<file path="src/rtl/instruction_classify_pkg.sv">
// Shared definitions for the instruction classification stage: category codes,
// decoded field positions and the opcode that selects function-field decoding.
package instruction_classify_pkg;

  localparam int CAT_W    = 4;
  localparam int NUM_CATS = 15;

  typedef enum logic [CAT_W-1:0] {
    CAT_OTHER   = 4'd0,
    CAT_RSHIFT  = 4'd1,
    CAT_RSHIFTV = 4'd2,
    CAT_RHILO   = 4'd3,
    CAT_RLONG   = 4'd4,
    CAT_RARITH  = 4'd5,
    CAT_RLOGIC  = 4'd6,
    CAT_RCOMP   = 4'd7,
    CAT_BRANCH  = 4'd8,
    CAT_JUMP    = 4'd9,
    CAT_ARITH   = 4'd10,
    CAT_COMP    = 4'd11,
    CAT_LOGIC   = 4'd12,
    CAT_STORE   = 4'd13,
    CAT_LOAD    = 4'd14,
    CAT_UNUSED  = 4'd15
  } category_t;

  localparam int OP_LSB   = 26;
  localparam int OP_W     = 6;
  localparam int FUNC_LSB = 0;
  localparam int FUNC_W   = 6;

  localparam logic [OP_W-1:0] OP_FUNC_SRC = 6'b000000;

endpackage

</file>
<file path="src/rtl/instruction_classify_lane.sv">
// Combinational decode of one instruction's op/func fields into a category
// code, plus a flag marking control-transfer instructions.
module instruction_classify_lane
  import instruction_classify_pkg::*;
(
  input  logic [OP_W-1:0]   op,
  input  logic [FUNC_W-1:0] func,
  output category_t         category,
  output logic              ctrl
);

  category_t cat_next;

  always_comb begin
    cat_next = CAT_OTHER;
    if (op == OP_FUNC_SRC) begin
      casez (func)
        6'b0000??: cat_next = CAT_RSHIFT;
        6'b001???: cat_next = CAT_RSHIFT;
        6'b0001??: cat_next = CAT_RSHIFTV;
        6'b010???: cat_next = CAT_RHILO;
        6'b011???: cat_next = CAT_RLONG;
        6'b1000??: cat_next = CAT_RARITH;
        6'b1001??: cat_next = CAT_RLOGIC;
        6'b101???: cat_next = CAT_RCOMP;
        default:   cat_next = CAT_OTHER;
      endcase
    end else begin
      casez (op)
        6'b000001: cat_next = CAT_BRANCH;
        6'b0001??: cat_next = CAT_BRANCH;
        6'b00001?: cat_next = CAT_JUMP;
        6'b00100?: cat_next = CAT_ARITH;
        6'b00101?: cat_next = CAT_COMP;
        6'b0011??: cat_next = CAT_LOGIC;
        6'b101???: cat_next = CAT_STORE;
        6'b100???: cat_next = CAT_LOAD;
        default:   cat_next = CAT_OTHER;
      endcase
    end
  end

  assign category = cat_next;
  assign ctrl     = (cat_next == CAT_BRANCH) || (cat_next == CAT_JUMP);

endmodule

</file>
<file path="src/rtl/instruction_classify_stage.sv">
// Multi-lane registered classifier with a two-entry skid buffer and optional
// per-category saturating counters (enabled by INSTRUCTION_CLASSIFY_COUNTERS_EN).
module instruction_classify_stage
  import instruction_classify_pkg::*;
#(
  parameter int LANES  = 2,
  parameter int WORD_W = 32,
  parameter int CNT_W  = 16
) (
  input  logic                      clock,
  input  logic                      reset_n,
  input  logic                      in_valid,
  output logic                      in_ready,
  input  logic [LANES*WORD_W-1:0]   in_instr,
  input  logic [LANES-1:0]          in_mask,
  input  logic                      flush,
  output logic                      out_valid,
  input  logic                      out_ready,
  output logic [LANES*WORD_W-1:0]   out_instr,
  output logic [LANES-1:0]          out_mask,
  output logic [LANES*CAT_W-1:0]    out_category,
  output logic                      out_ctrl,
  input  logic                      cnt_clear,
  input  logic [CAT_W-1:0]          cnt_sel,
  output logic [CNT_W-1:0]          cnt_value
);

  genvar gi;

  category_t                  lane_cat [LANES];
  logic [LANES-1:0]           lane_ctrl;
  logic [LANES*CAT_W-1:0]     in_category;
  logic                       in_ctrl;

  generate
    for (gi = 0; gi < LANES; gi++) begin : g_lane
      instruction_classify_lane u_lane (
        .op       (in_instr[gi*WORD_W + OP_LSB +: OP_W]),
        .func     (in_instr[gi*WORD_W + FUNC_LSB +: FUNC_W]),
        .category (lane_cat[gi]),
        .ctrl     (lane_ctrl[gi])
      );
      assign in_category[gi*CAT_W +: CAT_W] = in_mask[gi] ? lane_cat[gi] : CAT_OTHER;
    end
  endgenerate

  assign in_ctrl = |(lane_ctrl & in_mask);

  logic                       out_valid_reg;
  logic [LANES*WORD_W-1:0]    out_instr_reg;
  logic [LANES-1:0]           out_mask_reg;
  logic [LANES*CAT_W-1:0]     out_category_reg;
  logic                       out_ctrl_reg;

  logic                       skid_valid_reg;
  logic [LANES*WORD_W-1:0]    skid_instr_reg;
  logic [LANES-1:0]           skid_mask_reg;
  logic [LANES*CAT_W-1:0]     skid_category_reg;
  logic                       skid_ctrl_reg;

  logic accept;
  logic out_drain;

  assign in_ready  = ~skid_valid_reg;
  assign accept    = in_valid & in_ready;
  assign out_drain = ~out_valid_reg | out_ready;

  // The skid entry can only be occupied while in_ready is low, so a draining
  // output never has to take a skid bundle and a new bundle in the same cycle.
  always_ff @(posedge clock or negedge reset_n) begin
    if (!reset_n) begin
      out_valid_reg     <= 1'b0;
      out_instr_reg     <= '0;
      out_mask_reg      <= '0;
      out_category_reg  <= '0;
      out_ctrl_reg      <= 1'b0;
      skid_valid_reg    <= 1'b0;
      skid_instr_reg    <= '0;
      skid_mask_reg     <= '0;
      skid_category_reg <= '0;
      skid_ctrl_reg     <= 1'b0;
    end else if (flush) begin
      out_valid_reg  <= 1'b0;
      skid_valid_reg <= 1'b0;
    end else if (out_drain) begin
      if (skid_valid_reg) begin
        out_valid_reg    <= 1'b1;
        out_instr_reg    <= skid_instr_reg;
        out_mask_reg     <= skid_mask_reg;
        out_category_reg <= skid_category_reg;
        out_ctrl_reg     <= skid_ctrl_reg;
        skid_valid_reg   <= 1'b0;
      end else begin
        out_valid_reg <= accept;
        if (accept) begin
          out_instr_reg    <= in_instr;
          out_mask_reg     <= in_mask;
          out_category_reg <= in_category;
          out_ctrl_reg     <= in_ctrl;
        end
      end
    end else if (accept) begin
      skid_valid_reg    <= 1'b1;
      skid_instr_reg    <= in_instr;
      skid_mask_reg     <= in_mask;
      skid_category_reg <= in_category;
      skid_ctrl_reg     <= in_ctrl;
    end
  end

  assign out_valid    = out_valid_reg;
  assign out_instr    = out_instr_reg;
  assign out_mask     = out_mask_reg;
  assign out_category = out_category_reg;
  assign out_ctrl     = out_ctrl_reg;

`ifdef INSTRUCTION_CLASSIFY_COUNTERS_EN
  localparam int HIT_W = 4;
  localparam int SUM_W = CNT_W + HIT_W;

  logic             count_en;
  logic [CNT_W-1:0] cnt_bank [NUM_CATS+1];

  assign count_en = out_valid_reg & out_ready & ~flush;

  generate
    for (gi = 0; gi < NUM_CATS; gi++) begin : g_cnt
      logic [HIT_W-1:0] hits;
      logic [SUM_W-1:0] sum;
      logic [CNT_W-1:0] cnt_reg;

      always_comb begin
        hits = '0;
        for (int li = 0; li < LANES; li++) begin
          if (out_mask_reg[li] && (out_category_reg[li*CAT_W +: CAT_W] == 4'(gi)))
            hits = hits + HIT_W'(1);
        end
      end

      assign sum = {{HIT_W{1'b0}}, cnt_reg} + {{CNT_W{1'b0}}, hits};

      // Any carry past CNT_W means the counter has hit its ceiling.
      always_ff @(posedge clock or negedge reset_n) begin
        if (!reset_n)
          cnt_reg <= '0;
        else if (cnt_clear)
          cnt_reg <= '0;
        else if (count_en)
          cnt_reg <= (|sum[SUM_W-1:CNT_W]) ? {CNT_W{1'b1}} : sum[CNT_W-1:0];
      end

      assign cnt_bank[gi] = cnt_reg;
    end
  endgenerate

  assign cnt_bank[NUM_CATS] = '0;
  assign cnt_value = cnt_bank[cnt_sel];
`else
  logic unused_cnt_inputs;
  assign unused_cnt_inputs = ^{cnt_clear, cnt_sel};
  assign cnt_value = '0;
`endif

endmodule
</file>
<file path="config.mk">
export PLATFORM = sky130hd
export DESIGN_NAME = instruction_classify_stage
export DESIGN_NICKNAME = d
export VERILOG_FILES = /design/src/rtl/instruction_classify_pkg.sv /design/src/rtl/instruction_classify_lane.sv /design/src/rtl/instruction_classify_stage.sv
export SDC_FILE = /design/constraint.sdc
export NUM_CORES = 1
export LEC_CHECK = 0
export CORE_MARGIN = 4
export CORE_UTILIZATION = 45
export CTS_BUF_LIST = sky130_fd_sc_hd__clkbuf_4
export DETAILED_ROUTE_END_ITERATION = 8
export PLACE_DENSITY_LB_ADDON = 0.12
export SETUP_SLACK_MARGIN = 0.1
export SYNTH_ARGS = -nofsm -noshare
export SYNTH_HDL_FRONTEND = slang
export SYNTH_HIERARCHICAL = 1
export SYNTH_SLANG_ARGS = --single-unit
</file>
<file path="constraint.sdc">
create_clock -name clock -period 1.9 [get_ports clock]
set_clock_uncertainty 0.2 [all_clocks]
set_input_delay 0.38 -clock clock [delete_from_list [all_inputs] [get_ports clock]]
set_output_delay 0.38 -clock clock [all_outputs]
set_load 0.1 [all_outputs]
</file>
[Word level (Yosys, flattened, before mapping)]
Cells that the tools add are included.
Word-level totals
  flip-flop bits (word level): 152
  output and inout bits: 93
  logic and storage cells: 89
Operators by class
  equal/unequal tests: 34
  bitwise gates (word level): 7
  mux-type cells: 22
  reduce and logical (&&, ||, !) cells: 16
Operators by type and width (count)
  $mux 64: 2
  $pmux 4 s7: 2
  $pmux 3 s7: 2
  $eq 4x4->1 const B: 8
  $eq 5x3->1 const B: 4
  $eq 3x3->1 const B: 6
  $eq 4x1->1 const B: 4
  $mux 4: 4
  $mux 8: 2
  $eq 3x2->1 const B: 4
  $eq 6x1->1 const B: 2
  $logic_not 6->1: 2
  $eq 5x1->1 const B: 2
  $reduce_or 2->1: 5
  $eq 4x2->1 const B: 2
  $logic_not 4->1: 2
  $mux 1: 8
  $eq 3x1->1 const B: 2
  $reduce_and 3->1: 2
  $mux 2: 2
  $not 1->1: 4
  $reduce_bool 2->1: 2
  $reduce_bool 3->1: 1
  $and 2x2->2: 1
  3 further kinds: 4

[Longest topological paths before layout]
  depth in word-level cells: 10
  gate-level depth with buffers: 6
  depth with buffers taken out: 6

[Cells and area by module]
Netlist, hierarchy kept.
By module, submodules not included
  instruction_classify_stage: times used 1, cells an instance 455, area each 6941.7 um^2
  instruction_classify_lane: times used 2, cells an instance 22, area each 145.1 um^2

[Worst setup path after synthesis]
No wires, ideal clock.
  path kind: register -> register
  start: register out_valid_reg (netlist: out_valid)
  end: register skid_instr_reg[22]
  required time: 1.575 ns
  clock period less this slack: 2.276 ns
  slack: -0.376 ns
  setup time: 0.125 ns
  arrival: 1.951 ns
  cell stages (with the launch flop): 6
  path through: dfrtp_1 nor2b_2 nand3_1 buf_4 buf_6 mux2_4
Between the ends
  cells in the longest elaborated chain, start to end: 4
Ends and longest elaborated chain
  from (decl): line instruction_classify_stage.sv:49  | logic out_valid_reg;
  from (signal assigned): line instruction_classify_stage.sv:94  | out_valid_reg <= accept;
  $not 1->1: line instruction_classify_stage.sv:66  | assign out_drain = ~out_valid_reg | out_ready;
  $or 1x1->1: line instruction_classify_stage.sv:66
  $not 1->1 (no line)
  $reduce_and 3->1 (no line)
  to (signal assigned): line instruction_classify_stage.sv:104  | skid_instr_reg <= in_instr;
  to (decl): line instruction_classify_stage.sv:56  | logic [LANES*WORD_W-1:0] skid_instr_reg;
No other way between the ends.
A chain may end at the register's enable or synchronous reset.

[Worst setup path after layout]
  start: register skid_valid_reg
  end: register out_instr_reg[11] (netlist: out_instr[11])
Between the ends
  cells in the longest elaborated chain, start to end: 4
Ends and longest elaborated chain
  from (decl): line instruction_classify_stage.sv:55  | logic skid_valid_reg;
  from (signal assigned): line instruction_classify_stage.sv:77  | skid_valid_reg <= 1'b0;
  from (signal assigned): line instruction_classify_stage.sv:84  | skid_valid_reg <= 1'b0;
  from (signal assigned): line instruction_classify_stage.sv:92  | skid_valid_reg <= 1'b0;
  $not 1->1: line instruction_classify_stage.sv:64  | assign in_ready = ~skid_valid_reg;
  $and 1x1->1: line instruction_classify_stage.sv:65  | assign accept = in_valid & in_ready;
  $reduce_bool 2->1 (no line)
  $reduce_and 3->1 (no line)
  to (signal assigned): line instruction_classify_stage.sv:88  | out_instr_reg <= skid_instr_reg;
  to (signal assigned): line instruction_classify_stage.sv:96  | out_instr_reg <= in_instr;
  to (decl): line instruction_classify_stage.sv:50  | logic [LANES*WORD_W-1:0] out_instr_reg;
Several ways; a longest one is shown, not always the timed one.

==> out/metrics.yaml <==
yosys:
  synthCells: 499
  yosys_warnings: 6
  synth_cell_types: 26
  netlist_area_um2: 7230
  synth.avg_cell_area_um2: 14.5
  synth_top_area_share_pct: 52.6
  synthTopCellsByArea: "dfrtp_1 53%, mux2_2 23%, mux2_4 8.5%"
  yosysSeqAreaShare_pct: 52.6
  yosys.area.top_type: "dfrtp_1"
  synth-seq-cells: 152
power_and_ir_drop:
  power_uw: 12000
  peakVddDrop_v: 0.000606
  p_leak_uw: 0.00518
  power_density_nw_per_um2: 1070
place:
  gp_congestion: 0.763
  port_buffers: 147
  hpwl_um: 11100
  place_inst: 873
detailed_routing:
  routed_wl_um: 18500
  top_layer_used: "met4"
  drtPass1Iterations: 4
  drc: 0
  dr_wl_met2_um: 8920
  postRouteAntennaNets: 0
  vias: 4805
  wl_met3_um: 959
  drt-met1-wl_um: 8390
  vias_per_cell: 5.03
  wire_per_inst_um: 19.4
  first_iter_violations: 177
critical_path:
  critPathKind: "register to register"
  crit_fanout: 7
  path_delay_family: "buffers and inverters"
  cp-start-kind: "register"
  path_cells: "buf_4 > buf_12 > o21bai_4 > nor2_4 > buf_4 > bufbuf_16 > mux2_4"
  rr_worst_depth: 7
  cp_num_buf_inv: 4
  r2r_start: "skid_valid_reg$_DFFE_PN0P_"
  cp.depth: 7
  cp.required_ns: 2.13
  critPathMostFrequentCell: "buf_4"
  cpPeakStageDelay_ns: 0.52
  cp_data_arrival_time_ns: 2.28
  crit_slowest_cell: "dfrtp_4"
  r2r_end: "out_instr[11]$_DFFE_PN0P_"
  critPathCaptureType: "register"
  startpoint: "skid_valid_reg$_DFFE_PN0P_"
  reg2reg_slack_ns: -0.15
timing:
  fin_crit_sh_pct: 108
  fmax_mhz: 487
  fin_ws_ns: -0.152
  min_period_ns: 2.05
  maxSlewViolCount: 0
  hold_viol_final: 0
  setup_viol: 140
  rsz0062_at_grt: "yes"
floorplan:
  die_height_um: 135
  ios: 169
  std_cell_rows: 46
  start_util_pct: 45.7
  dieArea_um2: 18200
  core_area_um2: 15800
  die_width_um: 135
clock_tree:
  cts_tree: "yes"
  clk_pin_slew_ns: 0.12
  clock-root-buffer: "clkbuf_4"
  cts.path.max_buffers: 2
  cts_sinks: 152
  cts_buffers: 17
  clk_latency_ns: 0.55
  htree_num_levels: 4
final_layout:
  layout_commonest_cell: "dfrtp_1"
  layout.cells.non_filler: 956
  syn_to_final_growth_pct: 54.9
  layout_common_cells: "150 x dfrtp_1, 104 x mux2_2, 91 x mux2_4"
  layout-drive-gt1-share_pct: 54.3
  fin_nets: 803
  insertedDiodeCount: 0
grt:
  antenna_found_initial: 0
  grt_pass1_wl_um: 28000
  grt_max_degree: 43
  grt_util_all_layers_pct: 20.1
  grt_pass1_vias: 5188
  grt_overflow: 0
run_status:
  outcome: "finished, violations left"
  violations: "setup timing"
flow_run:
  maxCapViolations: 0
worst_hold_path:
  holdCritPathClass: "primary input to asynchronous set/reset pin"
cells in the mapped netlist, drive strengths merged:
library cell / count
o21ai: 8
buf: 41
inv: 10
o21a: 2
nand2: 20
o21bai: 1
dfrtp: 152
conb: 1
nor2: 14
mux2: 207
o32a: 2
nand3: 1
nor2b: 3
o22ai: 6
nand2b: 5
a21oi: 5
mux2i: 14
nor3: 4
a22oi: 3
kinds of logic (layout without fill, tap and decap cells):
group | count (synthesis) | count (layout) | synth area share [%]
mux | 221 | 221 | 36.3
flops | 152 | 152 | 52.6
buf+inv | 51 | 277 | 5.36
simple gates | 47 | 47 | 3.32
compound gates | 27 | 27 | 2.37
other cells | 1 | 16 | 0.0519
area by class of cell:
type / count / area [um2]
Sequential cell: 152 / 3810
Fill cell: 1041 / 4620
Timing Repair Buffer: 235 / 3470
Tap cell: 216 / 270
Inverter: 10 / 41.3
Clock buffer: 18 / 135
Clock inverter: 14 / 156
Multi-Input combinational cell: 311 / 3330
report_power, final:
group          switching (uW)  internal (uW)
clock                    1190            912
sequential                549           3930
combinational            3050           2360
per-layer routing:
metal  up-vias  GRT usage (%)
met2       136           32.5
met4         0           6.11
met5         -              0
li1       2210              -
met3        20           5.22
met1      2439           26.7
worst max-delay path by stage:
stage / endpoint / slack, ns
4_1_cts: in_ready / -0.22
3_5_place_dp: out_instr[51]$_DFFE_PN0P_ / -0.34
6_report: out_instr[11]$_DFFE_PN0P_ / -0.15
3_3_place_gp: out_instr[45]$_DFFE_PN0P_ / -0.30
5_1_grt: in_ready / -0.23
2_1_floorplan: out_ctrl$_DFFE_PN0P_ / -0.02
per-stage QoR:
stage | setup slack (ns) | TNS, ns | util (%) | cell area [um2] | hold WS, ns
floorplan | -0.0217 | -0.0217 | - | 7540 | -0.116
global placement | -0.301 | -32.64 | 63.6 | 10100 | 0.139
detailed placement | -0.344 | -39.41 | 63.6 | 10100 | 0.140
CTS | -0.217 | -16.90 | 68.9 | 10900 | 0.0994
global route | -0.229 | -18.09 | 70.8 | 11200 | 0.106
finish | -0.152 | -11.27 | 70.8 | 11200 | 0.125
timing repair:
item | in CTS | in global routing
pin swaps | 4 | 1
hold buffers | 1 | 0
buffers inserted | 16 | 17
endpoints found under the setup margin | 143 | 219
endpoints found under the hold margin | 152 | 0
cloned | 11 | 6
resized for setup | 20 | 9
No activity file was read; power rests on OpenSTA's default activity.
